$ cat src/rtl/sprite_pkg.sv
// Shared definitions for the sprite pipeline: object-table field layout,
// sprite dimensions and the line-sequencer state encoding.
package sprite_pkg;

  localparam int OBJ_VALID_BIT = 23;
  localparam int OBJ_TILE_MSB  = 22;
  localparam int OBJ_TILE_LSB  = 19;
  localparam int OBJ_X_MSB     = 18;
  localparam int OBJ_X_LSB     = 9;
  localparam int OBJ_Y_MSB     = 8;
  localparam int OBJ_Y_LSB     = 0;

  localparam int SPRITE_W = 32;
  localparam int SPRITE_H = 32;

  typedef enum logic [2:0] {
    IDLE    = 3'd0,
    FETCH   = 3'd1,
    TEST    = 3'd2,
    ISSUE   = 3'd3,
    RELEASE = 3'd4,
    NEXT    = 3'd5
  } state_t;

endpackage

$ cat src/rtl/sprite_line_hit.sv
// Vertical coverage test: does a valid object starting at obj_y cover line_y?
// Unsigned 10-bit compare; a line above the object produces a borrow and is
// treated as a miss rather than wrapping into range.
module sprite_line_hit #(
  parameter int SPRITE_H = 32
) (
  input  logic [9:0] line_y,
  input  logic [8:0] obj_y,
  input  logic       obj_valid,
  output logic       hit
);

  logic [9:0] y_ext;
  logic [9:0] diff;

  assign y_ext = {1'b0, obj_y};
  assign diff  = line_y - y_ext;
  assign hit   = obj_valid && (line_y >= y_ext) && ({1'b0, diff} < 11'(SPRITE_H));

endmodule

$ cat src/rtl/sprite_line_sequencer.sv
// Per-scanline object walk: finds every valid object covering the line and
// hands each to the sprite-drawing worker over a start/ready handshake.
//
// state   | meaning
// --------+------------------------------------------------------------
// IDLE    | waiting for line_req
// FETCH   | obj_addr = idx presented to the object table
// TEST    | obj_data valid; vertical hit test, capture entry on hit
// ISSUE   | start high until the worker returns ready
// RELEASE | start low; wait for ready to drop so it cannot be reused
// NEXT    | advance idx or finish the line
module sprite_line_sequencer #(
  parameter int NUM_OBJ  = 16,
  parameter int SPRITE_H = 32
) (
  input  logic                         clk50,
  input  logic                         reset,
  input  logic                         line_req,
  input  logic [9:0]                   line_y,
  output logic [$clog2(NUM_OBJ)-1:0]   obj_addr,
  input  logic [23:0]                  obj_data,
  output logic [23:0]                  object_info,
  output logic [9:0]                   ycoor,
  output logic                         start,
  input  logic                         ready,
  output logic                         busy,
  output logic                         line_done,
  output logic [$clog2(NUM_OBJ+1)-1:0] hit_count,
  output logic                         overrun
);

  import sprite_pkg::*;

  localparam int IW = $clog2(NUM_OBJ);
  localparam int HW = $clog2(NUM_OBJ + 1);

  state_t        state, state_nxt;
  logic [IW-1:0] idx;
  logic          hit;
  logic          last_obj;

  assign obj_addr = idx;
  assign last_obj = (idx == IW'(NUM_OBJ - 1));

  sprite_line_hit #(.SPRITE_H(SPRITE_H)) u_hit (
    .line_y    (ycoor),
    .obj_y     (obj_data[OBJ_Y_MSB:OBJ_Y_LSB]),
    .obj_valid (obj_data[OBJ_VALID_BIT]),
    .hit       (hit)
  );

  // State register.
  always_ff @(posedge clk50) begin
    if (!reset) state <= IDLE;
    else        state <= state_nxt;
  end

  // Next-state decode.
  always_comb begin
    state_nxt = state;
    case (state)
      IDLE:    if (line_req) state_nxt = FETCH;
      FETCH:   state_nxt = TEST;
      TEST:    state_nxt = hit ? ISSUE : NEXT;
      ISSUE:   if (ready) state_nxt = RELEASE;
      RELEASE: if (!ready) state_nxt = NEXT;
      NEXT:    state_nxt = last_obj ? IDLE : FETCH;
      default: state_nxt = IDLE;
    endcase
  end

  // Registered outputs and walk datapath; start never depends combinationally on ready.
  always_ff @(posedge clk50) begin
    if (!reset) begin
      idx         <= '0;
      ycoor       <= '0;
      object_info <= '0;
      start       <= 1'b0;
      busy        <= 1'b0;
      line_done   <= 1'b0;
      hit_count   <= '0;
      overrun     <= 1'b0;
    end else begin
      line_done <= 1'b0;
      if (line_req && state != IDLE) overrun <= 1'b1;
      case (state)
        IDLE: begin
          if (line_req) begin
            ycoor     <= line_y;
            idx       <= '0;
            hit_count <= '0;
            busy      <= 1'b1;
          end
        end
        TEST: begin
          if (hit) begin
            object_info <= obj_data;
            start       <= 1'b1;
          end
        end
        ISSUE: begin
          if (ready) begin
            start     <= 1'b0;
            hit_count <= hit_count + HW'(1);
          end
        end
        NEXT: begin
          if (last_obj) begin
            line_done <= 1'b1;
            busy      <= 1'b0;
          end else begin
            idx <= idx + IW'(1);
          end
        end
        default: ;
      endcase
    end
  end

endmodule

$ cat config.mk
export PLATFORM = sky130hd
export DESIGN_NAME = sprite_line_sequencer
export DESIGN_NICKNAME = d
export VERILOG_FILES = /design/src/rtl/sprite_pkg.sv /design/src/rtl/sprite_line_hit.sv /design/src/rtl/sprite_line_sequencer.sv
export SDC_FILE = /design/constraint.sdc
export NUM_CORES = 1
export LEC_CHECK = 0
export ABC_AREA = 1
export BUFFER_PORTS_ARGS = -buffer_cell sky130_fd_sc_hd__buf_4
export CAP_MARGIN = 20
export CORE_MARGIN = 1.5
export CORE_UTILIZATION = 53
export DETAILED_ROUTE_END_ITERATION = 7
export PLACE_DENSITY = 0.94
export SETUP_SLACK_MARGIN = 0.5
export SLEW_MARGIN = 20
export SYNTH_ARGS = -nofsm -noshare
export SYNTH_HDL_FRONTEND = slang
export SYNTH_SLANG_ARGS = --single-unit
$ cat constraint.sdc
create_clock -name clk50 -period 4.85 [get_ports clk50]
set_input_delay 0.97 -clock clk50 [delete_from_list [all_inputs] [get_ports clk50]]
set_output_delay 0.97 -clock clk50 [all_outputs]
set_load 0.05 [all_outputs]
==> results of run 1 <==
-- tightest hold or removal path: cells and delay by family, from the launching register on --
family | cells | cell delay (ps)
compound gates | 1 | 50
simple gates | 1 | 60
flops | 1 | 320
-- where the power goes --
part           leakage [nW]  total, mW  internal, mW  switching (mW)
clock                0.0524      0.288         0.154           0.133
sequential            0.406      0.459         0.437          0.0222
combinational          1.09      0.355         0.116           0.239
-- cells in the final DEF (no fill, tap or decap), drive strengths merged --
master and n:
nand2 54, o21bai 1, o211ai 1, nand3b 1
or2 1, o21ai 40, clkbuf 7, ha 11
xor2 1, nor3b 2, dfxtp 50, nand4 2
nor2 81, and3 1, nor3 5, nand3 16
clkinv 1, a211oi 2, buf 84, a21oi 16
inv 43, a31oi 1, bufinv 1
-- logic make-up after synthesis --
kind of cell	share of synthesized area (%)
XOR/XNOR	0.363
adder cells (fa/ha/maj)	5.70
buffers and inverters	9.79
AO/OA/AOI/OAI	13.4
flip-flops	41.5
AND/OR/NAND/NOR	29.3
-- layer usage --
layer / vias up / global-route usage [%] / wire length (µm) / part of all wire [%]
met4: 0 / 10.7 / 114 / 1.8
met5: - / 0 / 0 / 0
met1: 1096 / 29.4 / 2520 / 40
met2: 95 / 47.2 / 3180 / 51
li1: 1240 / - / - / -
met3: 14 / 6.35 / 421 / 6.8
-- final cells by class --
cell class                 count  share of cell area [%]
clock inverter                 1                   0.954
clock buffer                   7                    2.42
sequential                    50                    31.8
inverter                      44                    5.33
multi-input combinational    236                    37.4
timing repair buffer          84                    20.0
tap                           52                    2.07
-- cell usage after synthesis, drive strengths merged --
master,instances,share of area [%]
buf,4,1.9
clkinv,1,0.16
o21ai,40,8.3
xor2,1,0.36
inv,43,6.8
nand3,16,3.7
a31oi,1,0.26
nor3,5,1.0
or2,1,0.26
nand4,2,1.1
a211oi,2,0.62
o21bai,1,0.31
o211ai,1,0.31
and3,1,0.26
clkbuf,6,0.98
nor2,81,13
dfxtp,50,41
nor3b,2,0.62
nand3b,1,0.31
nand2,54,8.5
a21oi,16,3.6
ha,11,5.7
-- final timing paths --
kind / end / slack (ps) / cells past startpoint
worst max-delay path: object_info[22]$_SDFFE_PN0P_ / 2080 / 14
worst min register to register: busy$_SDFFE_PN0P_ / 470 / 2
worst min-delay path: busy$_SDFFE_PN0P_ / 470 / 2
worst max register to register: object_info[22]$_SDFFE_PN0P_ / 2530 / 12
-- flip-flops by register name (all words and copies together) (netlist names) --
register	flops
object_info	24
ycoor	10
hit_count	5
obj_addr	4
state	3
busy	1
line_done	1
overrun	1
start	1
-- metrics by stage --
stage                     utilization, %  total power, mW  cells
after floorplan                        -            0.714    340
after global placement              69.4            0.802    466
after detailed placement            69.4            0.816    466
after CTS                           71.8             1.10    474
after global routing                71.8             1.16    474
final                               71.8             1.10    474
==> flow_summary_export.csv, run 1 <==
group,metric,value,unit
run_status,status,"finished, final reports clean",
clock_network,htreeDepth,2,
sta,finalHoldViolations,0,
sta,whs,471,ps
worst_setup_path,crit_family,"simple AND/OR/NAND/NOR gates",
clock_network,cts_setup_buffers,0,
worst_hold_path,hp-class,"reg -> reg",
routing,vias,2445,
routing,drt_iter0_markers,154,
clock_network,ctsHoldBuffers,0,
finish,design_area,0.00315,mm²
clock_network,tritoncts,"yes",
synthesis,synth_area_per_cell,7.10,µm²
worst_setup_path,cpMaxStageDelayCell,"ha_1",
synthesis,ys_seq_area_share,41.5,%
synthesis,yosysUniqueCellTypes,33,
floorplanning,dieArea,0.00497,mm²
grt,first_global_vias,2442,
run,maxCapViolations,0,
worst_setup_path,required,5090,ps
placement,place.gp.congestion,0.840,
routing,avgRoutedWirePerCell,13.1,µm
placement,placed_cell_area,0.00304,mm²
worst_setup_path,critical_path_class,"in -> reg",
finish,area_growth,30.4,%
finish,antenna_cells,0,
routing,drc,0,
routing,wl,6.23,mm
grt,grt.overflow.total,0,
floorplanning,io_pins,85,
sta,finalCritPeriodShare,57.1,%
clock_network,root_buffer,"clkbuf_8",
pwr,leakage,1.55,nW
grt,grt_pass1_wl,10.5,mm
floorplanning,rows,24,
worst_setup_path,cp_cell_sequence,"buf_4 -> inv_1 -> ha_1 -> nand2_1 -> inv_1 -> a21oi_2 -> nand2_1 -> nand2_1 -> nand3_2 -> nor2_4 -> nand4_4 -> inv_4 -> nor2_1 -> nor2_1",
clock_network,clockBufferDepth,2,
worst_hold_path,min-delay-start,"busy$_SDFFE_PN0P_",
worst_setup_path,cpMostUsedCell,"nand2_1",
synthesis,syn_area,0.00241,mm²
synthesis,ys_ff_latch,50,
placement,place_worst_setup_slack,1770,ps
sta,worst_slack,2080,ps
routing,first_pass_iters,4,
sta,fmax,361,MHz
finish,regArea,0.00100,mm²
finish,nets,470,
sta,worst_pin_slew,541,ps
clock_network,cts_resized,0,
pwr,power_density,350,mW/mm²
worst_setup_path,worst-path-buf-inv,4,
placement,dp_hpwl,4.61,mm
finish,fillers,335,
routing,avgViaCountPerCell,5.16,
finish,multiInputGateArea,0.00118,mm²
worst_setup_path,max_stage_delay,350,ps
floorplanning,fp.dieW,70.5,µm
floorplanning,core_area,0.00438,mm²
floorplanning,die_y,70.5,µm
sta,slew_violations,0,
worst_setup_path,end_kind,"flop",
clock_network,clk_pin_slew,90,ps
clock_network,cts_sinks,50,
worst_setup_path,worstSetupStartpoint,"obj_data[5]",
worst_setup_path,rr_startpoint,"ycoor[5]$_SDFFE_PN0P_",
clock_network,clk_latency,300,ps
worst_setup_path,critPathArrivalTime,3010,ps
sta,finalSetupViolations,0,
sta,tns,0,ps
sta,rsz0062_at_grt,"no",
grt,antenna_found_initial,0,
sta,post-route-min-period,2770,ps
worst_setup_path,cp-start-kind,"input pin",
synthesis,yosys_warnings,0,
worst_setup_path,worstPathMaxFanout,26,
sta,max_slew_margin,63.9,%
finish,drive_gt1_share,23.9,%
sta,finalClockSkew,3.68,ps
routing,ant_nets,0,
pwr,peakVddDrop,0.000217,V
grt,grt_max_degree,37,
synthesis,syn_inst,340,
grt,track_usage,26.2,%
floorplanning,start_util,55.1,%
synthesis,syn_nets,389,
placement,portBuffers,84,
clock_network,cts_made_buffers,5,
Power figures use the tool's default switching activity.
==> run 2: changes to the inputs <==
ABC_AREA = 0   (was 1)
CORE_UTILIZATION = 44   (was 53)
PLACE_DENSITY = 0.85   (was 0.94)
clock period = 2.29 ns   (was 4.85 ns; I/O delays follow)
==> run 2 against run 1 <==
  * The run now ends with negative setup slack left
  * Non-clock buffer count grew 16
  * Power rose by 70%
  * Clock skew grew 0.74 ps
  * Clock power increased by 84%
  * Combinational power up 17%
  * Cell area grew 6.6%
  * Critical path depth shrank 5
  * Sequential share of layout area is 1.4 points lower
  * Die area up 17%
  * Count of clock-buffer cells in the layout decreased by 1
  * Global-route usage down 7.3 points
  * Hold slack lost 82 ps
  * Critical path type is now reg -> reg
==> flow_summary_export.csv, run 2 <==
group,metric,value,unit
run_status,status,"finished with violations",
run_status,violations,"negative setup slack",
finish,largest_reg_flops,24,
synthesis,yosys.area.top_type_share,42.2,%
finish,largest-register,"object_info",
sta,fmax,426,MHz
synthesis,yosys_warnings,0,
finish,fin_cells,442,
worst_hold_path,hp-class,"in -> reg",
run,maxCapViolations,0,
sta,finalCritPeriodShare,102,%
worst_hold_path,holdPathEnd,"ycoor[7]$_SDFFE_PN0P_",
grt,grt_pass1_wl,9.04,mm
pwr,peakVddDrop,0.000383,V
worst_setup_path,critical_path_class,"reg -> reg",
synthesis,synth_area_leaders,"dfxtp_1 42%, nand2_1 12%, mux2i_1 10%",
worst_setup_path,worst-path-buf-inv,1,
routing,first_pass_iters,4,
pwr,p_total,1.87,mW
placement,portBuffers,84,
floorplanning,rows,26,
synthesis,ys_ff_latch,50,
floorplanning,dieArea,0.00584,mm²
placement,place_worst_setup_slack,-226,ps
floorplanning,die_y,76.4,µm
sta,finalSetupViolations,19,
sta,tns,-411,ps
finish,drive_gt1_share,35.2,%
routing,avgRoutedWirePerCell,12.6,µm
sta,finalHoldViolations,0,
sta,post-route-min-period,2350,ps
routing,drc,0,
placement,place.gp.congestion,0.810,
clock_network,cts_sinks,50,
sta,slew_violations,0,
floorplanning,fp.dieW,76.4,µm
worst_setup_path,rrSetupSlack,-60,ps
sta,finalClockSkew,4.43,ps
synthesis,syn_nets,326,
worst_setup_path,cp_cell_sequence,"ha_1 -> o211a_1 -> o31ai_1 -> a21boi_1 -> o221ai_1 -> a31oi_1 -> and4b_2 -> buf_12 -> mux2i_1",
worst_setup_path,required,2520,ps
clock_network,clk_pin_slew,80,ps
worst_hold_path,min-delay-start,"line_y[7]",
sta,worst_slack,-56.7,ps
synthesis,ys_seq_area_share,42.2,%
floorplanning,core_area,0.00514,mm²
synthesis,synth_edf_count,0,
worst_setup_path,critPathArrivalTime,2570,ps
sta,max_slew_margin,68.1,%
finish,fillers,459,
finish,nets,420,
finish,regArea,0.00102,mm²
synthesis,netlist.top_cell.by_area,"dfxtp_1",
worst_setup_path,crit_family,"compound AO/OA/AOI/OAI gates",
worst_setup_path,cpMaxStageDelayCell,"dfxtp_4",
routing,wl,5.59,mm
routing,ant_nets,0,
clock_network,htreeDepth,2,
finish,final_cell_mix,"95 x buf_4, 73 x nand2_1, 42 x dfxtp_1",
worst_setup_path,end_kind,"flop",
synthesis,synth_common_cells,"73 x nand2_1, 50 x dfxtp_1, 24 x mux2i_1, 18 x nor2_1, 15 x a21oi_1",
clock_network,tritoncts,"yes",
routing,avgViaCountPerCell,4.95,
clock_network,clockBufferDepth,2,
grt,grt.overflow.total,0,
worst_setup_path,worstPathMaxFanout,9,
synthesis,ys.flop_type,"dfxtp_1",
grt,antenna_found_initial,0,
clock_network,root_buffer,"clkbuf_8",
floorplanning,io_pins,85,
worst_setup_path,max_stage_delay,370,ps
clock_network,clk_latency,300,ps
synthesis,yosysMostFrequentCell,"nand2_1",
grt,track_usage,18.9,%
synthesis,yosysUniqueCellTypes,41,
placement,placed_cells,428,
finish,antenna_cells,0,
routing,drt_iter0_markers,58,
synthesis,syn_inst,277,
synthesis,syn_area,0.00237,mm²
sta,rsz0062_at_grt,"yes",
routing,vias,2187,
finish,area_growth,41.5,%
worst_hold_path,hold_depth,3,
clock_network,ctsHoldBuffers,0,
pwr,leakage,1.50,nW
placement,dp_hpwl,4.09,mm
grt,first_global_vias,2010,
worst_setup_path,reg2reg_depth,9,
finish,reg_top3,"object_info x24, ycoor x10, hit_count x5",
floorplanning,start_util,46.1,%
finish,multiInputGateArea,0.00130,mm²
synthesis,async_reset_ff_share,0,%
grt,grt_max_degree,53,
worst_setup_path,rr_startpoint,"ycoor[3]$_SDFFE_PN0P_",
finish,fin_util,65.3,%
clock_network,cts_made_buffers,5,
pwr,power_density,557,mW/mm²
worst_setup_path,worst_r2r_endpoint,"object_info[22]$_SDFFE_PN0P_",
sta,worst_pin_slew,475,ps
synthesis,synth_area_per_cell,8.56,µm²
finish,layout_commonest_cell,"buf_4",
worst_setup_path,cp-start-kind,"flop",
-- run 2: cell count changes after synthesis, moves of 5 or more --
cell and change:
nor2_1 -59, xor2_1 +5, mux2i_1 +24, nand2_1 +20
o21ai_0 -36, inv_1 -30, clkbuf_1 +5, nand3_1 -11
o21a_1 +6
-- run 2: kinds of logic (layout without fill, tap and decap cells) --
logic type,after synthesis,count (layout),synth area share (%)
adder cells (fa/ha/maj),11,11,5.80
buffers and inverters,26,121,5.80
XOR/XNOR,6,6,2.22
multiplexers,25,25,10.6
AND/OR/NAND/NOR,114,114,21.2
AO/OA/AOI/OAI,45,45,12.2
flip-flops,50,50,42.2
-- run 2: final cells by class --
type	count	share of cell area (%)
well taps	70	2.61
inverters	13	1.68
multi-input cells	201	38.7
flip-flops and latches	50	30.4
clock inverters	2	0.373
repair buffers	100	23.7
clock buffers	6	2.46
-- run 2: what timing repair did --
item / CTS / global route
cloned: 0 / 1
resized for setup: 2 / 4
buffers inserted: 2 / 3
endpoints found under the setup margin: 27 / 27
hold endpoints to repair: 0 / 0
pin swaps: 1 / 2
-- run 2: how the worst max path moves through the flow --
stage | from | endpoint | slack (ps) | cells after the start
floorplan | obj_data[1] | object_info[23]$_SDFFE_PN0P_ | 90 | 11
global placement | obj_data[1] | object_info[15]$_SDFFE_PN0P_ | -140 | 11
detailed placement | obj_data[1] | object_info[15]$_SDFFE_PN0P_ | -230 | 11
CTS | ycoor[1]$_SDFFE_PN0P_ | object_info[6]$_SDFFE_PN0P_ | 30 | 9
global route | ycoor[1]$_SDFFE_PN0P_ | object_info[22]$_SDFFE_PN0P_ | -130 | 9
finish | ycoor[3]$_SDFFE_PN0P_ | object_info[22]$_SDFFE_PN0P_ | -60 | 9
-- run 2: report_power, final --
part	switching (mW)	internal (mW)
registers	0.0299	0.894
logic	0.227	0.187
clock network	0.288	0.243
total	0.545	1.32
-- run 2: worst reg2reg max path, cell delays in order (launching register included) --
cell and delay (ps):
dfxtp_4 370, ha_1 320, o211a_1 190, o31ai_1 90
a21boi_1 180, o221ai_1 150, a31oi_1 230, and4b_2 370
buf_12 170, mux2i_1 210
-- run 2: metrics by stage --
step	hold slack, ps	instance area, µm²
3_3_place_gp	443	3170
3_5_place_dp	449	3170
2_1_floorplan	550	2460
6_report	389	3360
4_1_cts	383	3290
5_1_grt	381	3360
-- run 2: layer usage --
layer / global-route usage, % / wire (µm) / part of all wire [%] / vias to the layer above
met5: 0 / 0 / 0 / -
met4: 7.59 / 85 / 1.5 / 0
met3: 4.07 / 342 / 6.1 / 8
met2: 31.6 / 2620 / 47 / 65
met1: 23.6 / 2540 / 45 / 988
li1: - / - / - / 1126
